[src/rtl/dm_arb_pkg.sv]
// rtl/dm_arb_pkg.sv - shared constants and request bundle for the data-memory port arbiter
package dm_arb_pkg;

  localparam int DM_ADDR_W = 16;

  localparam int REQ_CPU = 0;
  localparam int REQ_DBG = 1;

  localparam logic [3:0] BE_READ = 4'b0000;
  localparam logic [3:0] BE_WORD = 4'b1111;

  typedef struct packed {
    logic [3:0]           we;
    logic [DM_ADDR_W-1:0] addr;
    logic [31:0]          wdata;
  } dm_req_t;

  function automatic logic is_read(input logic [3:0] we);
    return we == BE_READ;
  endfunction

endpackage

[src/rtl/dm_port_arbiter_if.sv]
// rtl/dm_port_arbiter_if.sv - requester and mem1 bus bundle; slave = arbiter side, master = requesters/memory
interface dm_port_arbiter_if #(
  parameter int ADDR_W = 16
) ();

  logic [1:0]             req_i;
  logic [1:0][3:0]        we_i;
  logic [1:0][ADDR_W-1:0] addr_i;
  logic [1:0][31:0]       wdata_i;
  logic [1:0]             gnt_o;
  logic [1:0]             rvalid_o;
  logic [31:0]            rdata_o;
  logic                   mem_en_o;
  logic [3:0]             mem_we_o;
  logic [ADDR_W-1:0]      mem_addr_o;
  logic [31:0]            mem_wdata_o;
  logic [31:0]            mem_rdata_i;

  modport slave (
    input  req_i, we_i, addr_i, wdata_i, mem_rdata_i,
    output gnt_o, rvalid_o, rdata_o, mem_en_o, mem_we_o, mem_addr_o, mem_wdata_o
  );

  modport master (
    output req_i, we_i, addr_i, wdata_i, mem_rdata_i,
    input  gnt_o, rvalid_o, rdata_o, mem_en_o, mem_we_o, mem_addr_o, mem_wdata_o
  );

endinterface

[src/rtl/dm_port_arbiter_sat_counter.sv]
// rtl/dm_port_arbiter_sat_counter.sv - saturating up-counter used for per-requester stall counts
module sat_counter #(
  parameter int CNT_W = 16
) (
  input  logic             clk_i,
  input  logic             rst_i,
  input  logic             inc_i,
  output logic [CNT_W-1:0] cnt_o
);

  logic [CNT_W-1:0] cnt_q, cnt_d;

  always_comb begin
    cnt_d = cnt_q;
    if (inc_i && !(&cnt_q)) cnt_d = cnt_q + CNT_W'(1);
  end

  always_ff @(posedge clk_i) begin
    if (rst_i) cnt_q <= '0;
    else       cnt_q <= cnt_d;
  end

  assign cnt_o = cnt_q;

endmodule

[src/rtl/dm_port_arbiter.sv]
// rtl/dm_port_arbiter.sv - round-robin sharing of mem1 between CPU (req 0) and debug/loader (req 1)
// Optional debug lock compiled in with DM_ARB_LOCK_EN.
module dm_port_arbiter
  import dm_arb_pkg::*;
#(
  parameter int ADDR_W = 16,
  parameter int CNT_W  = 16
) (
  input  logic                  Clk,
  input  logic                  Reset,
  dm_port_arbiter_if.slave      bus,
`ifdef DM_ARB_LOCK_EN
  input  logic                  dbg_lock_i,
`endif
  output logic [1:0][CNT_W-1:0] stall_cnt_o,
  output logic                  lock_o
);

  logic        last_gnt_q, last_gnt_d;
  logic        rd_valid_q, rd_valid_d;
  logic        rd_owner_q, rd_owner_d;
  logic [1:0]  gnt;
  logic        lock_hold;
  dm_req_t     req [2];
  dm_req_t     sel;
  logic [ADDR_W-1:0] sel_addr;
  logic        unused_addr_bits;

  always_comb begin
    for (int i = 0; i < 2; i++) begin
      req[i].we    = bus.we_i[i];
      req[i].addr  = DM_ADDR_W'(bus.addr_i[i]);
      req[i].wdata = bus.wdata_i[i];
    end
  end

  // The lock only holds a grant the debug port already owns; it never preempts the CPU.
`ifdef DM_ARB_LOCK_EN
  assign lock_hold = dbg_lock_i && (last_gnt_q == 1'(REQ_DBG)) && bus.req_i[REQ_DBG];
  assign lock_o    = dbg_lock_i && gnt[REQ_DBG];
`else
  assign lock_hold = 1'b0;
  assign lock_o    = 1'b0;
`endif

  always_comb begin
    gnt = 2'b00;
    if (!Reset) begin
      if (lock_hold)          gnt = 2'b10;
      else if (&bus.req_i)    gnt = last_gnt_q ? 2'b01 : 2'b10;
      else                    gnt = bus.req_i;
    end
  end

  always_comb begin
    sel = '0;
    if (gnt[REQ_DBG])      sel = req[REQ_DBG];
    else if (gnt[REQ_CPU]) sel = req[REQ_CPU];
  end

  assign sel_addr         = ADDR_W'(sel.addr);
  assign unused_addr_bits = ^sel_addr[1:0];

  assign bus.gnt_o       = gnt;
  assign bus.mem_en_o    = |gnt;
  assign bus.mem_we_o    = sel.we;
  assign bus.mem_addr_o  = {sel_addr[ADDR_W-1:2], 2'b00};
  assign bus.mem_wdata_o = sel.wdata;

  always_comb begin
    last_gnt_d = (|gnt) ? gnt[REQ_DBG] : last_gnt_q;
    rd_valid_d = (|gnt) && is_read(sel.we);
    rd_owner_d = gnt[REQ_DBG];
  end

  always_ff @(posedge Clk) begin
    if (Reset) begin
      last_gnt_q <= 1'b1;
      rd_valid_q <= 1'b0;
      rd_owner_q <= 1'b0;
    end else begin
      last_gnt_q <= last_gnt_d;
      rd_valid_q <= rd_valid_d;
      rd_owner_q <= rd_owner_d;
    end
  end

  // Reset masks a response already in flight so nothing escapes during reset.
  assign bus.rvalid_o = (rd_valid_q && !Reset) ? (rd_owner_q ? 2'b10 : 2'b01) : 2'b00;
  assign bus.rdata_o  = (|bus.rvalid_o) ? bus.mem_rdata_i : 32'h0;

  for (genvar g = 0; g < 2; g++) begin : g_stall
    sat_counter #(.CNT_W(CNT_W)) u_stall (
      .clk_i (Clk),
      .rst_i (Reset),
      .inc_i (bus.req_i[g] & ~gnt[g]),
      .cnt_o (stall_cnt_o[g])
    );
  end

endmodule

[src/flat_wrapper.sv]
// flat-port wrapper written by rule: the top's interface ports become plain ports
module dm_port_arbiter_flat import dm_arb_pkg::*;
#(
  parameter int ADDR_W = 16,
  parameter int CNT_W  = 16
)
  (Clk, Reset, stall_cnt_o, lock_o, bus_req_i, bus_we_i, bus_addr_i, bus_wdata_i, bus_mem_rdata_i, bus_gnt_o, bus_rvalid_o, bus_rdata_o, bus_mem_en_o, bus_mem_we_o, bus_mem_addr_o, bus_mem_wdata_o);
  dm_port_arbiter_if #(.ADDR_W(ADDR_W)) bus_i ();
  input  logic Clk;
  input  logic Reset;
  output logic [1:0][CNT_W-1:0] stall_cnt_o;
  output logic lock_o;
  input wire logic [$bits(bus_i.req_i)-1:0] bus_req_i;
  input wire logic [$bits(bus_i.we_i)-1:0] bus_we_i;
  input wire logic [$bits(bus_i.addr_i)-1:0] bus_addr_i;
  input wire logic [$bits(bus_i.wdata_i)-1:0] bus_wdata_i;
  input wire logic [$bits(bus_i.mem_rdata_i)-1:0] bus_mem_rdata_i;
  output wire logic [$bits(bus_i.gnt_o)-1:0] bus_gnt_o;
  output wire logic [$bits(bus_i.rvalid_o)-1:0] bus_rvalid_o;
  output wire logic [$bits(bus_i.rdata_o)-1:0] bus_rdata_o;
  output wire logic [$bits(bus_i.mem_en_o)-1:0] bus_mem_en_o;
  output wire logic [$bits(bus_i.mem_we_o)-1:0] bus_mem_we_o;
  output wire logic [$bits(bus_i.mem_addr_o)-1:0] bus_mem_addr_o;
  output wire logic [$bits(bus_i.mem_wdata_o)-1:0] bus_mem_wdata_o;
  assign bus_i.req_i = bus_req_i;
  assign bus_i.we_i = bus_we_i;
  assign bus_i.addr_i = bus_addr_i;
  assign bus_i.wdata_i = bus_wdata_i;
  assign bus_i.mem_rdata_i = bus_mem_rdata_i;
  assign bus_gnt_o = bus_i.gnt_o;
  assign bus_rvalid_o = bus_i.rvalid_o;
  assign bus_rdata_o = bus_i.rdata_o;
  assign bus_mem_en_o = bus_i.mem_en_o;
  assign bus_mem_we_o = bus_i.mem_we_o;
  assign bus_mem_addr_o = bus_i.mem_addr_o;
  assign bus_mem_wdata_o = bus_i.mem_wdata_o;
  dm_port_arbiter #(.ADDR_W(ADDR_W), .CNT_W(CNT_W)) u_core (.Clk(Clk), .Reset(Reset), .bus(bus_i), .stall_cnt_o(stall_cnt_o), .lock_o(lock_o));
endmodule
[config.mk]
export PLATFORM = sky130hd
export DESIGN_NAME = dm_port_arbiter_flat
export DESIGN_NICKNAME = d
export VERILOG_FILES = /design/src/rtl/dm_arb_pkg.sv /design/src/rtl/dm_port_arbiter_if.sv /design/src/rtl/dm_port_arbiter_sat_counter.sv /design/src/rtl/dm_port_arbiter.sv /design/src/flat_wrapper.sv
export SDC_FILE = /design/constraint.sdc
export NUM_CORES = 1
export LEC_CHECK = 0
export BUFFER_PORTS_ARGS = -buffer_cell sky130_fd_sc_hd__buf_2
export CORE_ASPECT_RATIO = 0.6
export CORE_MARGIN = 3
export CORE_UTILIZATION = 34
export CTS_BUF_LIST = sky130_fd_sc_hd__clkbuf_2 sky130_fd_sc_hd__clkbuf_4 sky130_fd_sc_hd__clkbuf_8
export CTS_CLUSTER_DIAMETER = 100
export DETAILED_ROUTE_END_ITERATION = 7
export GPL_TIMING_DRIVEN = 0
export PLACE_DENSITY = 0.85
export SYNTH_ARGS = -nofsm -noshare
export SYNTH_HDL_FRONTEND = slang
export SYNTH_SLANG_ARGS = --single-unit
[constraint.sdc]
create_clock -name Clk -period 1.55 [get_ports Clk]
set_input_delay 0.2325 -clock Clk [delete_from_list [all_inputs] [get_ports Clk]]
set_output_delay 0.2325 -clock Clk [all_outputs]
set_load 0.01 [all_outputs]
==> flow_metrics.env <==
export IMPL_setup_violations=107
export IMPL_cts_sinks=35
export IMPL_wl_met1_um=5300
export IMPL_relSlewSlack=0.586
export IMPL_numCtsBuffers=5
export IMPL_crit_start="u_core.last_gnt_q$_SDFFE_PP1P_"
export IMPL_ys_warn_count=0
export IMPL_combPwrFrac=0.335
export IMPL_clock_tree_buffer_depth=2
export IMPL_peakVddDrop_uv=362
export IMPL_drive_gt1_frac=0.664
export IMPL_synthArstFlopShare=0
export IMPL_yosys_area_top_type_share=0.261
export IMPL_gp_congestion=0.909
export IMPL_syn_area_per_cell_sq_um=8.26
export IMPL_worst_slack_ps=-386
export IMPL_nFillCells=575
export IMPL_critPathBufInv=4
export IMPL_clk_latency_ps=290
export IMPL_regArea_sq_um=763
export IMPL_wirelength_um=15400
export IMPL_crit_family="buffers and inverters"
export IMPL_dp_worst_setup_slack_ps=-465
export IMPL_syn_inst=325
export IMPL_yosys_area_share_adder=0.00932
export IMPL_seq_area_frac_synth=0.261
export IMPL_fin_tns_setup_ps=-22700
export IMPL_vias=4145
export IMPL_multiInputGateArea_sq_um=2170
export IMPL_yosysTopAreaCell="dfxtp_1"
export IMPL_dpl_cell_count=684
export IMPL_status="finished, violations left"
export IMPL_synth_top_family_by_area="simple AND/OR/NAND/NOR gates"
export IMPL_ys_seq_elements=35
export IMPL_top_layer_used="met4"
export IMPL_grt_ovfl_total=0
export IMPL_layout_nets=774
export IMPL_synthMuxAreaShare=0.0746
export IMPL_hold_violations=0
export IMPL_wl_per_cell_um=20.7
export IMPL_h_tree_depth=2
export IMPL_viasPerCell=5.56
export IMPL_grt_use_total=0.307
export IMPL_synthTopCellsByCount="a22o_1, and2_1, dfxtp_1"
export IMPL_worstSetupPathType="flop to output pin"
export IMPL_yosys_area_share_simple=0.315
export IMPL_layout_min_cycle_time_ps=1940
export IMPL_ant_nets=0
export IMPL_synth_ff_type="dfxtp_1"
export IMPL_synthTopCellsByArea="dfxtp_1, a22o_1, and2_1"
export IMPL_violations="negative setup slack"
export IMPL_layout_cells_non_filler=745
export IMPL_holdPathStages=3
export IMPL_cp_max_fo=6
export IMPL_path_common_cell="buf_6"
export IMPL_clk_pin_slew_ps=70
export IMPL_switching_share=0.306
export IMPL_dr_wl_met2_um=7810
export IMPL_root_buffer="clkbuf_8"
export IMPL_critPathLaunchType="flop"
export IMPL_critPathSlowestCell="dfxtp_2"
export IMPL_rsz0062_at_grt="true"
export IMPL_io_pins=262
export IMPL_portBuffers=253
export IMPL_synth_edf_count=0
export IMPL_p_per_area_nw_per_um2=494
export IMPL_power_leakage_nw=2.65
export IMPL_critPathCaptureType="output pin"
export IMPL_cp_data_required_time_ps=1320
export IMPL_clockPowerShare=0.304
export IMPL_die_x_um=121
export IMPL_core_area_sq_um=7450
export IMPL_finClkSkew_ps=8.54
export IMPL_dpl_hpwl_um=11100
export IMPL_p_int_mw=1.76
export IMPL_finalCritPeriodShare=1.25
export IMPL_r2r_start="u_core.last_gnt_q$_SDFFE_PP1P_"
export IMPL_synth_cell_types=46
export IMPL_grt_pass1_vias=3798
export IMPL_synth_compound_area_frac=0.283
export IMPL_seqPwrFrac=0.362
export IMPL_dieArea_sq_um=9030
export IMPL_reg2reg_depth=7
export IMPL_die_h_um=74.8
export IMPL_grt_max_degree=11
export IMPL_grt_pass1_wl_um=21300
export IMPL_tightestPinTransition_ps=621
export IMPL_initial_core_util=0.360
export IMPL_hold_path_startpoint="bus_we_i[2]"
export IMPL_drt_iter0_drc=330
export IMPL_num_rows=24
export IMPL_max_stage_delay_ps=340
export IMPL_max_cap_violations=0
export IMPL_drc_errors=0
export IMPL_power_switching_uw=774
export IMPL_crit_arrival_ps=1700
export IMPL_crit_path_cell_trace="and2b_4 -> nor3b_4 -> buf_6 -> buf_4 -> buf_16 -> a22o_1 -> buf_6"
export IMPL_fmax_mhz=517
export IMPL_postCtsHoldBufs=0
export IMPL_drv_slew=0
export IMPL_hold_path_class="input pin to flop"
export IMPL_synth_xor_area_frac=0
export IMPL_met3RoutedLength_um=1530
export IMPL_dr_pass1_iters=5
export IMPL_syn2layout_area_growth_pct=90.9
export IMPL_mappedNetlistArea_sq_um=2680
export IMPL_cp_depth=7
export IMPL_antenna_found_initial=9
export IMPL_cts_tree="yes"
export IMPL_synthMostInstantiatedCell="a22o_1"
## power by group through the flow
stage               registers (mW)  logic, mW  clock network (mW)
floorplan                    0.951      0.319                   0
global placement             0.953      0.670                   0
detailed placement           0.953      0.686                   0
CTS                          0.919      0.796               0.767
global route                 0.916      0.901               0.820
finish                       0.915      0.846               0.769
## worst paths after layout
kind                                                                          to  slack [ps]
worst min-delay path                                u_core.rd_valid_q$_SDFF_PP0_         270
worst max-delay path                                          bus_mem_wdata_o[5]        -390
worst max register to register  u_core.g_stall[0].u_stall.cnt_o[10]$_SDFFE_PP0P_        -220
worst min register to register  u_core.g_stall[1].u_stall.cnt_o[15]$_SDFFE_PP0P_         510
## placed cells by master (no fill, tap or decap), types with 6 or more instances in the layout
cell type	netlist	routed
buf_2	8	248
inv_1	11	10
nand4_1	8	8
a22o_1	50	48
a211oi_2	0	6
and2_1	37	35
dfxtp_2	0	20
a21oi_1	11	8
nand2_1	15	12
dfxtp_4	0	10
diode_2	0	8
buf_6	0	21
mux2_4	0	7
mux2_2	16	9
buf_4	3	39
nor2_1	23	21
nor2b_1	17	16
clkbuf_8	0	9
## per-layer routing
metal | GRT usage | up-vias
met1 | 0.348 | 1932
li1 | - | 1862
met5 | 0 | -
met2 | 0.521 | 284
met4 | 0.191 | 0
met3 | 0.0931 | 67
## logic make-up (layout without fill, tap and decap cells)
| group | count (synthesis) | in the layout |
|---|---|---|
| simple gates | 140 | 140 |
| compound gates | 95 | 95 |
| flops | 35 | 35 |
| buf+inv | 34 | 340 |
| mux | 18 | 18 |
| fa+ha+maj | 2 | 2 |
| other cells | 1 | 11 |
## state kept, by name, indices dropped and copies added (netlist names)
register,flops
u_core.last_gnt_q,1
u_core.rd_valid_q,1
u_core.rd_owner_q,1
u_core.g_stall.u_stall.cnt_o,32
## timing repair
action / in CTS / in global routing
setup buffers: 35 / 9
gates resized for setup: 82 / 42
gates cloned: 4 / 0
setup endpoints to repair: 112 / 118
pin swaps: 18 / 19
## worst min-delay path: cells and delay by family
kind | cells | cell delay [ps]
buffers and inverters | 1 | 100
AOI/OAI and AO/OA | 1 | 130
and+or+nand+nor | 1 | 50
## metrics by stage
| step | hold WS [ps] | util | power (mW) | instance area, sq um |
|---|---|---|---|---|
| final | 270 | 0.688 | 2.53 | 5120 |
| after floorplan | 325 | - | 1.27 | 2830 |
| after CTS | 282 | 0.662 | 2.48 | 4930 |
| after global routing | 271 | 0.688 | 2.64 | 5120 |
| after detailed placement | 495 | 0.567 | 1.64 | 4230 |
| after global placement | 459 | 0.567 | 1.62 | 4230 |
## layout make-up
class                   count  share of cell area
flip-flops and latches     35               0.149
inverters                  11             0.00806
repair buffers            298               0.332
clock buffers               8              0.0203
multi-input cells         258               0.424
well taps                 104              0.0254
plain buffers              23              0.0379
diodes                      8             0.00391
(Power assumes the default switching activity.)
